===== src/rtl/plot_pkg.sv =====
`default_nettype none
// ============================================================================
//  Module      : plot_pkg
//  Description : Shared constants, state encoding and address-map helper for
//                the speed-plot RAM scheduler.
//                COLS x ROWS 1-bit plot; row 0 is the bottom line, so the
//                linear address is (ROWS-1-row)*COLS + col.
//  Revision    : 1.0 - initial release
// ============================================================================
package plot_pkg;

    localparam int COLS  = 300;            // plot width in columns
    localparam int ROWS  = 100;            // plot height in rows
    localparam int AW    = 15;             // RAM address width
    localparam int VW    = 16;             // sample value width
    localparam int RW    = $clog2(ROWS);   // row index width
    localparam int CW    = $clog2(COLS);   // column index width
    localparam int CELLS = ROWS * COLS;    // RAM depth in bits

    typedef enum logic [2:0] {
        ST_INIT    = 3'd0,
        ST_IDLE    = 3'd1,
        ST_CLEAR   = 3'd2,
        ST_PLOT    = 3'd3,
        ST_ADVANCE = 3'd4
    } state_t;

    // Linear RAM address of (row, col); row 0 lives at the highest row base.
    function automatic logic [AW-1:0] addrMap(input logic [RW-1:0] row,
                                              input logic [CW-1:0] col);
        return AW'((ROWS - 1 - int'(row)) * COLS + int'(col));
    endfunction

endpackage
`default_nettype wire


===== src/rtl/plot_addr_gen.sv =====
`default_nettype none
// ============================================================================
//  Module      : plot_addr_gen
//  Description : Address generator for the plot sequencer.
//                - linear counter used by the power-up clear
//                - row counter with an accumulated row base (steps of -COLS)
//                - column counter wrapping at COLS-1
//                All updates are frozen while i_stall is high.
//  Ports       : clk, rst       clock / synchronous active-high reset
//                i_stall        hold every counter this cycle
//                i_linStep      advance the linear counter
//                i_rowLoad      load row counter with i_loadRow
//                i_rowStep      row counter +1 (row base -COLS)
//                i_colAdv       advance column with wrap
//                o_linAddr      linear clear address
//                o_row          current row counter
//                o_column       current column
//                o_rowAddr      address of (o_row, o_column)
//  Revision    : 1.0 - initial release
// ============================================================================
module plot_addr_gen
    import plot_pkg::*;
(
    input  logic          clk,
    input  logic          rst,
    input  logic          i_stall,
    input  logic          i_linStep,
    input  logic          i_rowLoad,
    input  logic [RW-1:0] i_loadRow,
    input  logic          i_rowStep,
    input  logic          i_colAdv,
    output logic [AW-1:0] o_linAddr,
    output logic [RW-1:0] o_row,
    output logic [CW-1:0] o_column,
    output logic [AW-1:0] o_rowAddr
);

    logic [AW-1:0] r_linAddr;
    logic [RW-1:0] r_row;
    logic [AW-1:0] r_rowBase;   // (ROWS-1-r_row)*COLS, kept incrementally
    logic [CW-1:0] r_column;

    always_ff @(posedge clk) begin
        if (rst) begin
            r_linAddr <= '0;
            r_row     <= '0;
            r_rowBase <= '0;
            r_column  <= '0;
        end else if (!i_stall) begin
            if (i_linStep) begin
                r_linAddr <= r_linAddr + 1'b1;
            end
            if (i_rowLoad) begin
                r_row     <= i_loadRow;
                r_rowBase <= addrMap(i_loadRow, '0);
            end else if (i_rowStep) begin
                // Moving up one row moves one line toward address 0.
                r_row     <= r_row + 1'b1;
                r_rowBase <= r_rowBase - AW'(COLS);
            end
            if (i_colAdv) begin
                r_column <= (r_column == CW'(COLS - 1)) ? '0 : r_column + 1'b1;
            end
        end
    end

    assign o_linAddr = r_linAddr;
    assign o_row     = r_row;
    assign o_column  = r_column;
    assign o_rowAddr = r_rowBase + AW'(r_column);

endmodule
`default_nettype wire


===== src/rtl/plot_ram_scheduler.sv =====
`default_nettype none
// ============================================================================
//  Module      : plot_ram_scheduler
//  Description : Controller/arbiter for the single-port 1-bit speed-plot RAM.
//                The display read path always wins the RAM; the plot
//                sequencer only progresses in cycles without disp_req.
//                After reset the whole RAM is cleared; each sample tick then
//                erases the current column, plots the value and advances the
//                column (scrolling-erase strip chart).
//  Ports       : clock, reset          clock / synchronous active-high reset
//                sample_tick/value     new plot point request and value
//                disp_req/disp_addr    display read request and address
//                pix_out/pix_valid     fetched pixel (FF/00), valid flag
//                ram_addr/we/din/dout  single-port RAM interface (1-cycle read)
//                busy                  sequencer not idle
//                overrun               sticky: a sample was dropped
//  Options     : PLOT_LINE_EN - when defined, each plot draws a vertical
//                segment from the previous row to the new row so the trace
//                is connected.
//  Revision    : 1.0 - initial release
// ============================================================================
module plot_ram_scheduler
    import plot_pkg::*;
(
    input  logic          clock,
    input  logic          reset,
    input  logic          sample_tick,
    input  logic [VW-1:0] sample_value,
    input  logic          disp_req,
    input  logic [AW-1:0] disp_addr,
    output logic [7:0]    pix_out,
    output logic          pix_valid,
    output logic [AW-1:0] ram_addr,
    output logic          ram_we,
    output logic          ram_din,
    input  logic          ram_dout,
    output logic          busy,
    output logic          overrun
);

    state_t        r_state;
    state_t        w_nextState;

    logic          r_pendValid;
    logic [RW-1:0] r_pendRow;
    logic [RW-1:0] r_plotRow;
    logic          r_overrun;
    logic          r_pixValid;

    logic [RW-1:0] w_tickRow;
    logic          w_take;
    logic [AW-1:0] w_seqAddr;
    logic          w_seqWe;
    logic          w_seqDin;
    logic          w_linStep;
    logic          w_rowLoad;
    logic [RW-1:0] w_loadRow;
    logic          w_rowStep;
    logic          w_colAdv;
    logic [RW-1:0] w_lineLo;
    logic [RW-1:0] w_lineHi;

    logic [AW-1:0] w_linAddr;
    logic [RW-1:0] w_row;
    logic [CW-1:0] w_column;
    logic [AW-1:0] w_rowAddr;

    assign w_tickRow = (sample_value > VW'(ROWS - 1)) ? RW'(ROWS - 1)
                                                      : sample_value[RW-1:0];

    plot_addr_gen u_addrGen (
        .clk       (clock),
        .rst       (reset),
        .i_stall   (disp_req),
        .i_linStep (w_linStep),
        .i_rowLoad (w_rowLoad),
        .i_loadRow (w_loadRow),
        .i_rowStep (w_rowStep),
        .i_colAdv  (w_colAdv),
        .o_linAddr (w_linAddr),
        .o_row     (w_row),
        .o_column  (w_column),
        .o_rowAddr (w_rowAddr)
    );

`ifdef PLOT_LINE_EN
    logic [RW-1:0] r_prevRow;
    logic          r_havePrev;
    logic          w_plotDone;

    assign w_plotDone = (r_state == ST_PLOT) && !disp_req && (w_row == w_lineHi);

    always_ff @(posedge clock) begin
        if (reset) begin
            r_prevRow  <= '0;
            r_havePrev <= 1'b0;
        end else if (w_plotDone) begin
            r_prevRow  <= r_plotRow;
            r_havePrev <= 1'b1;
        end
    end

    // First plot after reset has no predecessor and draws a single point.
    always_comb begin
        w_lineLo = r_plotRow;
        w_lineHi = r_plotRow;
        if (r_havePrev) begin
            if (r_prevRow < r_plotRow) begin
                w_lineLo = r_prevRow;
            end else begin
                w_lineHi = r_prevRow;
            end
        end
    end
`else
    assign w_lineLo = r_plotRow;
    assign w_lineHi = r_plotRow;
`endif

    // Next-state and sequencer request. The row counter is reused for both
    // the column erase (rows 0..ROWS-1) and the plot (rows lo..hi).
    always_comb begin
        w_nextState = r_state;
        w_seqAddr   = '0;
        w_seqWe     = 1'b0;
        w_seqDin    = 1'b0;
        w_linStep   = 1'b0;
        w_rowLoad   = 1'b0;
        w_loadRow   = '0;
        w_rowStep   = 1'b0;
        w_colAdv    = 1'b0;
        w_take      = 1'b0;
        case (r_state)
            ST_INIT: begin
                w_seqAddr = w_linAddr;
                w_seqWe   = 1'b1;
                if (w_linAddr == AW'(CELLS - 1)) begin
                    w_nextState = ST_IDLE;
                end else begin
                    w_linStep = 1'b1;
                end
            end
            ST_IDLE: begin
                if (r_pendValid || sample_tick) begin
                    w_take      = 1'b1;
                    w_rowLoad   = 1'b1;
                    w_nextState = ST_CLEAR;
                end
            end
            ST_CLEAR: begin
                w_seqAddr = w_rowAddr;
                w_seqWe   = 1'b1;
                if (w_row == RW'(ROWS - 1)) begin
                    w_rowLoad   = 1'b1;
                    w_loadRow   = w_lineLo;
                    w_nextState = ST_PLOT;
                end else begin
                    w_rowStep = 1'b1;
                end
            end
            ST_PLOT: begin
                w_seqAddr = w_rowAddr;
                w_seqWe   = 1'b1;
                w_seqDin  = 1'b1;
                if (w_row == w_lineHi) begin
                    w_nextState = ST_ADVANCE;
                end else begin
                    w_rowStep = 1'b1;
                end
            end
            ST_ADVANCE: begin
                w_colAdv    = 1'b1;
                w_nextState = ST_IDLE;
            end
            default: begin
                w_nextState = ST_INIT;
            end
        endcase
        // Display owns the RAM this cycle: the sequencer freezes in place.
        if (disp_req) begin
            w_nextState = r_state;
            w_take      = 1'b0;
        end
    end

    always_ff @(posedge clock) begin
        if (reset) begin
            r_state     <= ST_INIT;
            r_pendValid <= 1'b0;
            r_pendRow   <= '0;
            r_plotRow   <= '0;
            r_overrun   <= 1'b0;
            r_pixValid  <= 1'b0;
        end else begin
            r_state    <= w_nextState;
            r_pixValid <= disp_req;
            if (w_take) begin
                r_plotRow <= r_pendValid ? r_pendRow : w_tickRow;
            end
            // One-deep sample buffer: a tick not consumed directly is held;
            // if the buffer is still full the tick is lost.
            if (w_take) begin
                if (r_pendValid && sample_tick) begin
                    r_pendRow <= w_tickRow;
                end else begin
                    r_pendValid <= 1'b0;
                end
            end else if (sample_tick) begin
                if (r_pendValid) begin
                    r_overrun <= 1'b1;
                end else begin
                    r_pendValid <= 1'b1;
                    r_pendRow   <= w_tickRow;
                end
            end
        end
    end

    // Arbiter: display reads take priority over sequencer writes.
    assign ram_addr = disp_req ? disp_addr : w_seqAddr;
    assign ram_we   = !disp_req && !reset && w_seqWe;
    assign ram_din  = !disp_req && w_seqDin;

    // ram_dout carries the bit addressed in the previous cycle, the same
    // cycle r_pixValid flags it, so gating here gives 1-cycle latency.
    assign pix_out   = (r_pixValid && ram_dout) ? 8'hFF : 8'h00;
    assign pix_valid = r_pixValid;
    assign busy      = (r_state != ST_IDLE);
    assign overrun   = r_overrun;

endmodule
`default_nettype wire


===== config.mk =====
export PLATFORM = sky130hd
export DESIGN_NAME = plot_ram_scheduler
export DESIGN_NICKNAME = d
export VERILOG_FILES = /design/src/rtl/plot_pkg.sv /design/src/rtl/plot_addr_gen.sv /design/src/rtl/plot_ram_scheduler.sv
export SDC_FILE = /design/constraint.sdc
export NUM_CORES = 1
export LEC_CHECK = 0
export CORE_ASPECT_RATIO = 1.25
export CORE_UTILIZATION = 47
export DETAILED_ROUTE_END_ITERATION = 8
export DONT_BUFFER_PORTS = 1
export GPL_TIMING_DRIVEN = 0
export SYNTH_ARGS = -nofsm -noshare
export SYNTH_HDL_FRONTEND = slang
export SYNTH_SLANG_ARGS = --single-unit
export TNS_END_PERCENT = 5

===== constraint.sdc =====
create_clock -name clock -period 6.7 [get_ports clock]
set_input_delay 1.34 -clock clock [delete_from_list [all_inputs] [get_ports clock]]
set_output_delay 1.34 -clock clock [all_outputs]
set_load 0.02 [all_outputs]

# After elaboration in Yosys (flattened, before gate mapping)
# Cells that the tools add are included.
dict set report classes {
  add_sub_neg 6
  reduce_logical 20
  bitwise_logic 2
  mul 1
  eq_ne 15
  n_lt_le_gt_ge 1
  div 0
  n_shift 0
  n_mux 36
}
# operator count
set ops {}
lappend ops {{7-bit 2-to-1 mux} 9}
lappend ops {{15-bit 2-to-1 mux} 3}
lappend ops {{32-bit by 8-bit multiplier with 13-bit output (second input constant)} 1}
lappend ops {{15-bit one-hot mux with 2 select lines} 1}
lappend ops {{16-bit by 7-bit > comparator with 1-bit output (second input constant)} 1}
lappend ops {{15-bit by 1-bit adder with 15-bit output (second input constant)} 1}
lappend ops {{15-bit by 9-bit adder with 15-bit output} 1}
lappend ops {{15-bit == test (second input constant)} 1}
lappend ops {{3-bit one-hot mux with 5 select lines} 1}
lappend ops {{15-bit by 9-bit subtractor with 15-bit output (second input constant)} 1}
lappend ops {{1-bit 2-to-1 mux} 14}
lappend ops {{3-bit 2-to-1 mux} 4}
lappend ops {{2-bit inequality test (second input constant)} 5}
lappend ops {{2-bit AND reduction} 5}
lappend ops {{9-bit by 1-bit adder with 9-bit output (second input constant)} 1}
lappend ops {{9-bit == test (second input constant)} 1}
lappend ops {{9-bit 2-to-1 mux} 1}
lappend ops {{8-bit 2-to-1 mux} 1}
lappend ops {{7-bit by 7-bit subtractor with 8-bit output (first input constant)} 1}
lappend ops {{7-bit by 1-bit adder with 7-bit output (second input constant)} 1}
lappend ops {{7-bit == test} 1}
lappend ops {{7-bit == test (second input constant)} 1}
lappend ops {{3-bit by 2-bit == test with 1-bit output (second input constant)} 2}
lappend ops {{1-bit logical AND} 5}
lappend ops {{other kinds (14)} 18}
dict set report totals {
  reg_bits 66
  rom_bits 0
  elab_cells 91
  in_bits 36
  ramBits 0
  out_inout_bits 28
  memories 0
  latch_bits 0
}

# Logic depth before layout (Yosys ltp)
# Gate-level depths: netlist (run 1).
dict set report logic_depth {
  word_depth 6
  ltp_mapped 22
  depth_no_buf 21
}

# Hierarchy
# Synthesis (run 1) repeated with hierarchy kept, for this count alone.
dict set report unflattened {
  cells_unflattened 667
  area_unflattened_um2 5283.8
}
# mod cells_per_inst area_per_inst_um2 instances seq_area_each_um2
set modules_own_cells {}
lappend modules_own_cells {plot_addr_gen 463 3716.1 1 880.8}
lappend modules_own_cells {plot_ram_scheduler 204 1567.8 1 400.4}

# Least setup slack after synthesis (run 1)
# No wires, ideal clock.
dict set report synth_path {
  kind {reg2reg}
  from {reg u_addrGen.r_row[0], in the netlist u_addrGen.o_row[0]}
  to {reg u_addrGen.r_rowBase[14]}
  t_arrival_ps 4710
  path_slack_ps 1887
  setup_time_ps 103
  synth_period_minus_slack_ps 4813
  path_buffers 1
  path_stages_with_launch 23
  required_time_ps 6597
  path_cell_list {dfxtp_1 > ha_1 > and4bb_1 > and3_1 > clkbuf_1 > nand2_1 > ha_1 > inv_1 > o21ai_0 > xnor2_1 > nand2_1 > ha_1 > inv_1 > fa_1 > fa_1 > inv_1 > ha_1 > or3_1 > nand2b_1 > a21oi_1 > a21oi_1 > xnor2_1 > a2111oi_2}
}
dict set report synth_between {
  elab_chain_cells 6
  word_cells_on_any_way 14
  cone_classes {add/sub (1); mul (1); eq/ne (2); mux (8); reduce/logical (2)}
}
# element line_no
set synth_rtl {}
lappend synth_rtl {{start: declaration} plot_addr_gen.sv:39} ;# logic [RW-1:0] r_row;
lappend synth_rtl {{start signal: assignment} plot_addr_gen.sv:54} ;# r_row <= i_loadRow;
lappend synth_rtl {{start signal: assignment} plot_addr_gen.sv:58} ;# r_row <= r_row + 1'b1;
lappend synth_rtl {{7-bit == test} plot_ram_scheduler.sv:153} ;# if (w_row == RW'(ROWS - 1)) begin
lappend synth_rtl {{7-bit 2-to-1 mux} plot_ram_scheduler.sv:153}
lappend synth_rtl {{7-bit 2-to-1 mux} plot_ram_scheduler.sv:133} ;# case (r_state)
lappend synth_rtl {{7-bit by 7-bit subtractor with 8-bit output} plot_pkg.sv:31} ;# return AW'((ROWS - 1 - int'(row)) * COLS + int'(col));
lappend synth_rtl {{32-bit by 8-bit multiplier with 13-bit output} plot_pkg.sv:31}
lappend synth_rtl {{15-bit 2-to-1 mux} plot_addr_gen.sv:53} ;# if (i_rowLoad) begin
lappend synth_rtl {{end signal: assignment} plot_addr_gen.sv:55} ;# r_rowBase <= addrMap(i_loadRow, '0);
lappend synth_rtl {{end signal: assignment} plot_addr_gen.sv:59} ;# r_rowBase <= r_rowBase - AW'(COLS);
lappend synth_rtl {{end: declaration} plot_addr_gen.sv:40} ;# logic [AW-1:0] r_rowBase;
# Parallel ways exist; a longest one is shown, timed or not.
# A chain may end at the register's enable or synchronous reset.

# Worst setup path after layout (run 1)
dict set report layout_path {
  from {reg u_addrGen.r_row[1], in the netlist u_addrGen.o_row[1]}
  to {reg u_addrGen.r_rowBase[14]}
}
# Same word-level chain as after synthesis.

==> impl_metrics.json, run 1 <==
{
  "status": "completed",
  "final-setup-viol-count": 0,
  "final_util_pct": 52.9,
  "fin_setup_tns_ns": 0,
  "antenna_found_initial": 0,
  "wl_per_cell_um": 16.6,
  "synth-seq-cells": 64,
  "cts_buffers": 9,
  "die_h_um": 119,
  "cp-end-kind": "flip-flop",
  "cts-htree-levels": 3,
  "critPathMostFrequentCell": "ha_1",
  "synth_flop_cell": "dfxtp_1",
  "worstPathCellList": "ha_1, and4bb_1, and3_1, clkbuf_1, nand2_1, ha_1, inv_1, o21ai_0, xnor2_1, nand2_1, ha_1, inv_1, fa_1, fa_1, inv_1, ha_1, or3_1, nand2b_1, a21oi_1, a21oi_1, xnor2_1, a2111oi_2",
  "rows": 42,
  "postCtsSetupRepairBufs": 0,
  "cp_slowest_cell": "fa_1",
  "cts_resized": 0,
  "clock-root-buffer": "clkbuf_16",
  "track_usage_pct": 24.2,
  "hold_violations": 0,
  "synth-edff-count": 0,
  "grt_pass1_vias": 4333,
  "netlist_instances": 654,
  "drt-pass1-iter-count": 5,
  "seqCellArea_um2": 1280,
  "fmax_ghz": 0.180,
  "drt_iter0_drc": 238,
  "ys_warn_count": 0,
  "hold_path_class": "flip-flop to flip-flop",
  "via_per_inst": 5.76,
  "wirelength_um": 13300,
  "clk_path_buf_depth": 2,
  "drv_slew": 0,
  "critical-path-top-delay-family": "adder cells",
  "crit_path_start_kind": "flip-flop",
  "crit_required_ns": 6.93,
  "grt_pass1_wl_um": 21300,
  "maxSlewHeadroom_pct": 20.7,
  "path_buf_inv": 4,
  "syn_area_um2": 5160,
  "synth_most_common_cell": "nor2_1",
  "drive_gt1_share_pct": 7.16,
  "hpwl_um": 10200,
  "synth_top_cell_by_area": "dfxtp_1",
  "cap_violations": 0,
  "num-nets-final": 754,
  "crit_arrival_ns": 5.78,
  "netlist_top_cells_area": "dfxtp_1 25%, ha_1 10%, nor2_1 5.1%",
  "power_density_nw_per_um2": 159,
  "overflow": 0,
  "drc": 0,
  "clkSinkCount": 64,
  "fill_cells": 1041,
  "dieArea_um2": 11400,
  "multi_input_area_um2": 3480,
  "diodes": 0,
  "gp_congestion": 0.922,
  "vias": 4620,
  "grt_setup_unrepaired": "no",
  "ant_nets": 0,
  "vdd_ir_drop_max_mv": 0.0992,
  "fin_crit_sh_pct": 82.9,
  "yosys-top-cells-count": "70 x nor2_1, 64 x dfxtp_1, 59 x nand2_1",
  "core_um2": 10600,
  "worst_slew_pin_slew_ns": 1.17,
  "cp_max_fo": 10,
  "portBuffers": 0,
  "synth.top_cell.area_share_pct": 24.8,
  "path_class": "flip-flop to flip-flop",
  "seq_area_frac_synth_pct": 24.8,
  "cts_tree": "done",
  "synth.avg_cell_area_um2": 7.90,
  "min_period_ns": 5.55,
  "clock_latency_ns": 0.34,
  "die_x_um": 95.8,
  "path_clk_slew_ns": 0.06,
  "start_util_pct": 48.6,
  "leakage_nw": 2.29,
  "ys_async_sr_fraction_pct": 0,
  "syn_nets": 743,
  "clock_skew_ns": 0.00743,
  "area_growth_pct": 8.72,
  "ctsHoldBuffers": 0,
  "crit_path_max_incr_delay_ns": 0.55,
  "ys_types": 65,
  "pin_count": 64,
  "grt_start_max_net_pins": 12
}
power breakdown:
part           internal, mW  switching [mW]
Combinational        0.0155          0.0382
Clock                 0.271           0.181
Sequential            0.385         0.00382
Total                 0.671           0.223
sequential cells by signal, summed over array words and instances (netlist names):
register,flops
r_state,3
u_addrGen.o_column,9
u_addrGen.o_linAddr,15
r_pendValid,1
u_addrGen.r_rowBase,13
pix_valid,1
u_addrGen.o_row,7
r_pendRow,7
overrun,1
r_plotRow,7
layout make-up:
cell class	count	share of cell area (%)
plain buffers	40	3.74
clock inverters	4	0.513
inverters	50	3.34
well taps	132	2.94
clock buffers	12	4.57
flip-flops and latches	64	22.8
multi-input cells	500	62.1
path summary, 6_finish.rpt:
kind | startpoint | end | slack [ns] | depth (start not counted)
max | u_addrGen.o_row[1]$_SDFFE_PP0P_ | u_addrGen.r_rowBase[14]$_SDFFE_PP0P_ | 1.15 | 22
min | r_pendRow[4]$_SDFFE_PP0P_ | r_pendRow[4]$_SDFFE_PP0P_ | 0.46 | 2
max reg2reg | u_addrGen.o_row[1]$_SDFFE_PP0P_ | u_addrGen.r_rowBase[14]$_SDFFE_PP0P_ | 1.15 | 22
min reg2reg | r_pendRow[4]$_SDFFE_PP0P_ | r_pendRow[4]$_SDFFE_PP0P_ | 0.46 | 2
per-stage QoR:
| step | cells | setup WS [ns] | instance area, µm² | total power [mW] | hold WS, ns |
|---|---|---|---|---|---|
| floorplan | 654 | 1.89 | 5160 | 0.440 | 0.436 |
| global placement | 786 | 1.22 | 5330 | 0.450 | 0.445 |
| detailed placement | 786 | 1.20 | 5330 | 0.451 | 0.455 |
| CTS | 802 | 1.14 | 5610 | 0.900 | 0.464 |
| global route | 802 | 0.745 | 5610 | 0.928 | 0.489 |
| finish | 802 | 1.15 | 5610 | 0.894 | 0.459 |
worst min-delay path, delay by kind of cell, from the launching register on:
| kind | cells | cell delay, ns |
|---|---|---|
| flops | 1 | 0.31 |
| compound gates | 1 | 0.05 |
| simple gates | 1 | 0.05 |
cells in the final DEF (no fill, tap or decap), types with 7 or more instances in the layout:
cell,instances
o21ai_0,24
nor3_1,20
a211oi_1,12
nor2b_1,9
a21oi_1,42
clkbuf_1,23
o21ai_1,7
a221oi_1,7
mux2i_1,7
dfxtp_1,64
and3_1,8
fa_1,10
nand4_1,8
inv_1,50
nand2_1,59
ha_1,43
xor2_1,28
nand3_1,20
nor2_1,70
o221ai_1,8
clkbuf_16,9
buf_4,10
xnor2_1,25
metal layers:
metal  vias to the layer above  share of wire, %  GRT usage [%]
li1                       2322                 -              -
met1                      2157                44           30.3
met2                       116                49           41.2
met3                        25               4.3           4.28
met4                         0               2.3           8.21
met5                         -                 0              0
kinds of logic (layout without fill, tap and decap cells):
family / after synthesis / after routing / synth area share (%)
and+or+nand+nor: 244 / 244 / 24.6
AOI/OAI and AO/OA: 143 / 143 / 18.3
buffers and inverters: 90 / 106 / 7.71
DFF: 64 / 64 / 24.8
adders and majority gates: 53 / 53 / 14.3
xor gates and xnor gates: 53 / 53 / 8.99
muxes: 7 / 7 / 1.36
(Power assumes the default switching activity.)
==> run 2, diff against run 1 <==
==> constraint.sdc (replaced) <==
create_clock -name clock -period 5.5 [get_ports clock]
set_input_delay 1.1 -clock clock [delete_from_list [all_inputs] [get_ports clock]]
set_output_delay 1.1 -clock clock [all_outputs]
set_load 0.02 [all_outputs]
==> impl_metrics.json, run 2 (same netlist as run 1, synthesis figures left out) <==
{
  "dpl_cell_area_um2": 5330,
  "path_class": "flip-flop to flip-flop",
  "grt_pass1_wl_um": 21300,
  "core_um2": 10600,
  "diodes": 0,
  "status": "completed",
  "cts-htree-levels": 3,
  "clkSinkCount": 64,
  "fin_crit_sh_pct": 94.0,
  "track_usage_pct": 24.2,
  "cp_slowest_cell": "fa_1",
  "cp_max_fo": 10,
  "antenna_found_initial": 0,
  "crit_arrival_ns": 5.35,
  "p_comb_share_pct": 6.0,
  "num-nets-final": 754,
  "clock_skew_ns": 0.00639,
  "worst_slew_pin_slew_ns": 1.16,
  "grt_pass1_vias": 4333,
  "fmax_ghz": 0.194,
  "path_clk_slew_ns": 0.06,
  "path_buf_inv": 4,
  "final_util_pct": 53.1,
  "hold_violations": 0,
  "worstPathCellList": "ha_2, and4bb_2, and3_2, clkbuf_4, nand2_1, ha_1, inv_1, o21ai_0, xnor2_1, nand2_1, ha_4, inv_1, fa_1, fa_1, inv_1, ha_1, or3_1, or2_2, o221ai_1, xnor2_1, a32oi_1, a21oi_1",
  "seqCellArea_um2": 1280,
  "drc": 0,
  "critPathMostFrequentCell": "inv_1",
  "start_util_pct": 48.6,
  "mostFrequentLayoutCell": "nor2_1",
  "min_period_ns": 5.17,
  "leakage_nw": 2.29,
  "clkPwrFrac_pct": 50.5,
  "hpwl_um": 10200,
  "vdd_ir_drop_max_mv": 0.121,
  "cap_violations": 0,
  "crit_path_start_kind": "flip-flop",
  "multi_input_area_um2": 3500,
  "hold_ws_ns": 0.459,
  "clock_latency_ns": 0.34,
  "pin_count": 64,
  "die_x_um": 95.8,
  "dieArea_um2": 11400,
  "grt_setup_unrepaired": "no",
  "drt_iter0_drc": 234,
  "area_growth_pct": 9.16,
  "clk_path_buf_depth": 2,
  "crit_path_max_incr_delay_ns": 0.55,
  "rows": 42,
  "layout_setup_ws_ns": 0.333,
  "portBuffers": 0,
  "cts_buffers": 9,
  "switching_share_pct": 24.9,
  "gp_congestion": 0.922,
  "pre_cts_slack_ns": -0.00332,
  "hold_path_class": "flip-flop to flip-flop",
  "fill_cells": 1036,
  "overflow": 0,
  "vias": 4646,
  "most-common-layout-cells": "70 x nor2_1, 62 x dfxtp_1, 59 x nand2_1",
  "via_per_inst": 5.79,
  "drv_slew": 0,
  "maxSlewHeadroom_pct": 21.8,
  "pwr-share-seq_pct": 43.5,
  "ant_nets": 0,
  "critical-path-top-delay-family": "adder cells",
  "grt_start_max_net_pins": 12,
  "wl_per_cell_um": 16.6,
  "cp-end-kind": "flip-flop",
  "power_density_nw_per_um2": 193,
  "crit_required_ns": 5.68,
  "clock-root-buffer": "clkbuf_16",
  "final-setup-viol-count": 0,
  "stdcell_area_um2": 5640,
  "cts_tree": "done",
  "largest_reg_flops": 15,
  "drt-pass1-iter-count": 5,
  "p_int_mw": 0.818,
  "p_sw_mw": 0.271,
  "die_h_um": 119,
  "wirelength_um": 13300,
  "drive_gt1_share_pct": 8.21
}
## run 2: changes by cell type in the layout (fill, tap and decap cells not counted)
cell	before	now
clkbuf_4	0	1
and4bb_1	1	0
ha_2	0	1
clkbuf_1	23	22
ha_4	0	1
and3_1	8	7
and3_2	0	1
and4bb_2	0	1
ha_1	43	41
dfxtp_1	64	62
dfxtp_2	0	2
## run 2: final cells by class
| cell class | count | share of cell area (%) |
|---|---|---|
| plain buffers | 40 | 3.80 |
| clock buffers | 12 | 4.55 |
| clock inverters | 4 | 0.511 |
| inverters | 50 | 3.33 |
| multi-input cells | 500 | 62.1 |
| flip-flops and latches | 64 | 22.8 |
| well taps | 132 | 2.93 |
## run 2: worst reg2reg max path: cells and delay by family (launching register included)
kind / cells / cell delay, ns
buf+inv: 4 / 0.37
fa+ha+maj: 6 / 1.97
flops: 1 / 0.38
compound gates: 4 / 0.55
simple gates: 6 / 1.47
xor+xnor: 2 / 0.26
## run 2: power by group through the flow
stage               combinational (mW)  sequential [mW]  clock [mW]
finish                          0.0656            0.474       0.549
global placement                0.0646            0.484           0
floorplan                       0.0526            0.483           0
detailed placement              0.0656            0.484           0
global route                    0.0728            0.474       0.583
CTS                             0.0659            0.474       0.557
## run 2: final timing paths
check / from / end / slack (ns) / cells after the start
worst min-delay path: r_pendRow[3]$_SDFFE_PP0P_ / r_pendRow[3]$_SDFFE_PP0P_ / 0.46 / 2
worst max register to register: u_addrGen.o_row[0]$_SDFFE_PP0P_ / u_addrGen.r_rowBase[12]$_SDFFE_PP0P_ / 0.33 / 22
worst max-delay path: u_addrGen.o_row[0]$_SDFFE_PP0P_ / u_addrGen.r_rowBase[12]$_SDFFE_PP0P_ / 0.33 / 22
worst min register to register: r_pendRow[3]$_SDFFE_PP0P_ / r_pendRow[3]$_SDFFE_PP0P_ / 0.46 / 2
## run 2: repair_timing
item | in CTS | in global routing
gates resized for setup | 1 | 8
setup endpoints to repair | 3 | 3
hold buffers | 0 | 0
setup buffers | 0 | 0
## run 2: per-layer routing
layer	wire [µm]	global-route usage (%)
met1	5850	30.3
met5	0	0
met4	300	8.21
met3	565	4.28
met2	6610	41.2
## run 2: through the flow
stage	power, mW	instances	TNS, ns
after floorplan	0.536	654	0
after global placement	0.548	786	0
after detailed placement	0.550	786	-0.00332
after CTS	1.10	802	0
after global routing	1.13	802	0
final	1.09	802	0
==> run 3, diff against run 2 <==
==> constraint.sdc (replaced) <==
create_clock -name clock -period 4.83 [get_ports clock]
set_input_delay 0.966 -clock clock [delete_from_list [all_inputs] [get_ports clock]]
set_output_delay 0.966 -clock clock [all_outputs]
set_load 0.02 [all_outputs]
==> impl_metrics.json, run 3 (same netlist as run 1, synthesis figures left out) <==
{
  "drv_slew": 0,
  "min_period_ns": 4.63,
  "r2r_cells": 22,
  "stdcell_area_um2": 5810,
  "crit_arrival_ns": 4.81,
  "vdd_ir_drop_max_mv": 0.140,
  "wl_per_cell_um": 16.9,
  "final_util_pct": 54.7,
  "path_buf_inv": 4,
  "fin_crit_sh_pct": 95.9,
  "via_per_inst": 5.79,
  "pin_count": 64,
  "clock_latency_ns": 0.34,
  "drt_iter0_drc": 287,
  "grt_pass1_wl_um": 21500,
  "holdPathStages": 2,
  "critPathMostFrequentCell": "ha_4",
  "cap_violations": 0,
  "wirelength_um": 13700,
  "cp_max_fo": 4,
  "critical-path-top-delay-family": "adder cells",
  "path_depth": 22,
  "hold_path_class": "flip-flop to flip-flop",
  "clkSinkCount": 64,
  "vias": 4680,
  "drive_gt1_share_pct": 11.5,
  "p_int_mw": 0.930,
  "final-setup-viol-count": 0,
  "layout_setup_ws_ns": 0.197,
  "cts-htree-levels": 3,
  "rows": 42,
  "power_density_nw_per_um2": 214,
  "cts_tree": "done",
  "worstPathCellList": "ha_4, and4bb_1, and3_4, buf_8, nand2_2, ha_2, inv_2, o21ai_1, xnor2_1, nand2_2, ha_4, inv_2, fa_2, fa_1, inv_1, ha_4, or3_4, or2_2, o221ai_2, xnor2_1, a32oi_1, a21oi_1",
  "start_util_pct": 48.6,
  "track_usage_pct": 24.6,
  "die_x_um": 95.8,
  "fin_setup_tns_ns": 0,
  "core_um2": 10600,
  "hold_ws_ns": 0.460,
  "num-nets-final": 760,
  "maxSlewHeadroom_pct": 20.6,
  "crit_required_ns": 5.01,
  "p_sw_mw": 0.315,
  "pre_cts_slack_ns": -0.673,
  "mostFrequentLayoutCell": "nor2_1",
  "cp_slowest_cell": "fa_1",
  "gp_congestion": 0.922,
  "ant_nets": 0,
  "crit_path_max_incr_delay_ns": 0.50,
  "antenna_found_initial": 0,
  "cp-end-kind": "flip-flop",
  "switching_share_pct": 25.3,
  "path_class": "flip-flop to flip-flop",
  "clock-root-buffer": "clkbuf_16",
  "dpl_cell_area_um2": 5330,
  "grt_start_max_net_pins": 12,
  "most-common-layout-cells": "70 x nor2_1, 62 x dfxtp_1, 56 x nand2_1",
  "path_clk_slew_ns": 0.06,
  "fill_cells": 1023,
  "die_h_um": 119,
  "largest_reg_flops": 15,
  "leakage_nw": 2.35,
  "cts_buffers": 9,
  "worst_slew_pin_slew_ns": 1.17,
  "clkPwrFrac_pct": 50.8,
  "hold_violations": 0,
  "overflow": 0,
  "status": "completed",
  "grt_pass1_vias": 4373,
  "diodes": 0,
  "p_comb_share_pct": 6.0,
  "fmax_ghz": 0.216,
  "hpwl_um": 10200,
  "portBuffers": 0,
  "dieArea_um2": 11400,
  "clock_skew_ns": 0.00783,
  "crit_path_start_kind": "flip-flop",
  "clk_path_buf_depth": 2,
  "drc": 0,
  "drt-pass1-iter-count": 5,
  "area_growth_pct": 12.5,
  "pwr-share-seq_pct": 43.2
}
## run 3: worst reg2reg max path: cells and delay by family (launching register included)
family | cells | cell delay, ns
AND/OR/NAND/NOR | 6 | 1.36
adder cells (fa/ha/maj) | 6 | 1.67
AO/OA/AOI/OAI | 4 | 0.49
flip-flops | 1 | 0.36
buffers and inverters | 4 | 0.29
XOR/XNOR | 2 | 0.28
## run 3: area by class of cell
cell class	count	area [µm²]	share of cell area (%)
buffer	39	216	3.73
sequential	64	1290	22.2
tap	132	165	2.84
clock inverter	4	28.8	0.495
clock buffer	12	256	4.42
timing repair buffer	7	56.3	0.969
multi-input combinational	500	3610	62.1
inverter	50	188	3.23
## run 3: timing repair
item | in CTS | in global routing
endpoints found under the setup margin | 6 | 5
setup buffers | 3 | 4
pin swaps | 5 | 12
hold buffers | 0 | 0
gates resized for setup | 17 | 17
## run 3: metrics by stage
stage,std cells,power [mW]
global placement,786,0.624
detailed placement,786,0.626
finish,808,1.25
CTS,805,1.25
floorplan,654,0.610
global route,808,1.29
## run 3: path summary, 6_finish.rpt
kind / from / to / slack, ns
worst max register to register: u_addrGen.o_row[1]$_SDFFE_PP0P_ / u_addrGen.r_rowBase[12]$_SDFFE_PP0P_ / 0.20
worst max-delay path: u_addrGen.o_row[1]$_SDFFE_PP0P_ / u_addrGen.r_rowBase[12]$_SDFFE_PP0P_ / 0.20
worst min register to register: r_pendRow[3]$_SDFFE_PP0P_ / r_pendRow[3]$_SDFFE_PP0P_ / 0.46
worst min-delay path: r_pendRow[3]$_SDFFE_PP0P_ / r_pendRow[3]$_SDFFE_PP0P_ / 0.46
## run 3: metal layers
layer / routed length [µm] / global-route usage [%] / vias up
li1: - / - / 2333
met1: 5990 / 30.5 / 2208
met2: 6820 / 42.0 / 111
met3: 521 / 4.28 / 28
met4: 324 / 8.68 / 0
met5: 0 / 0 / -
## run 3: power by group through the flow
| stage | Combinational, mW | Clock [mW] | Sequential (mW) |
|---|---|---|---|
| global route | 0.0829 | 0.665 | 0.539 |
| global placement | 0.0735 | 0 | 0.551 |
| detailed placement | 0.0747 | 0 | 0.551 |
| floorplan | 0.0599 | 0 | 0.550 |
| CTS | 0.0751 | 0.634 | 0.538 |
| finish | 0.0750 | 0.632 | 0.538 |
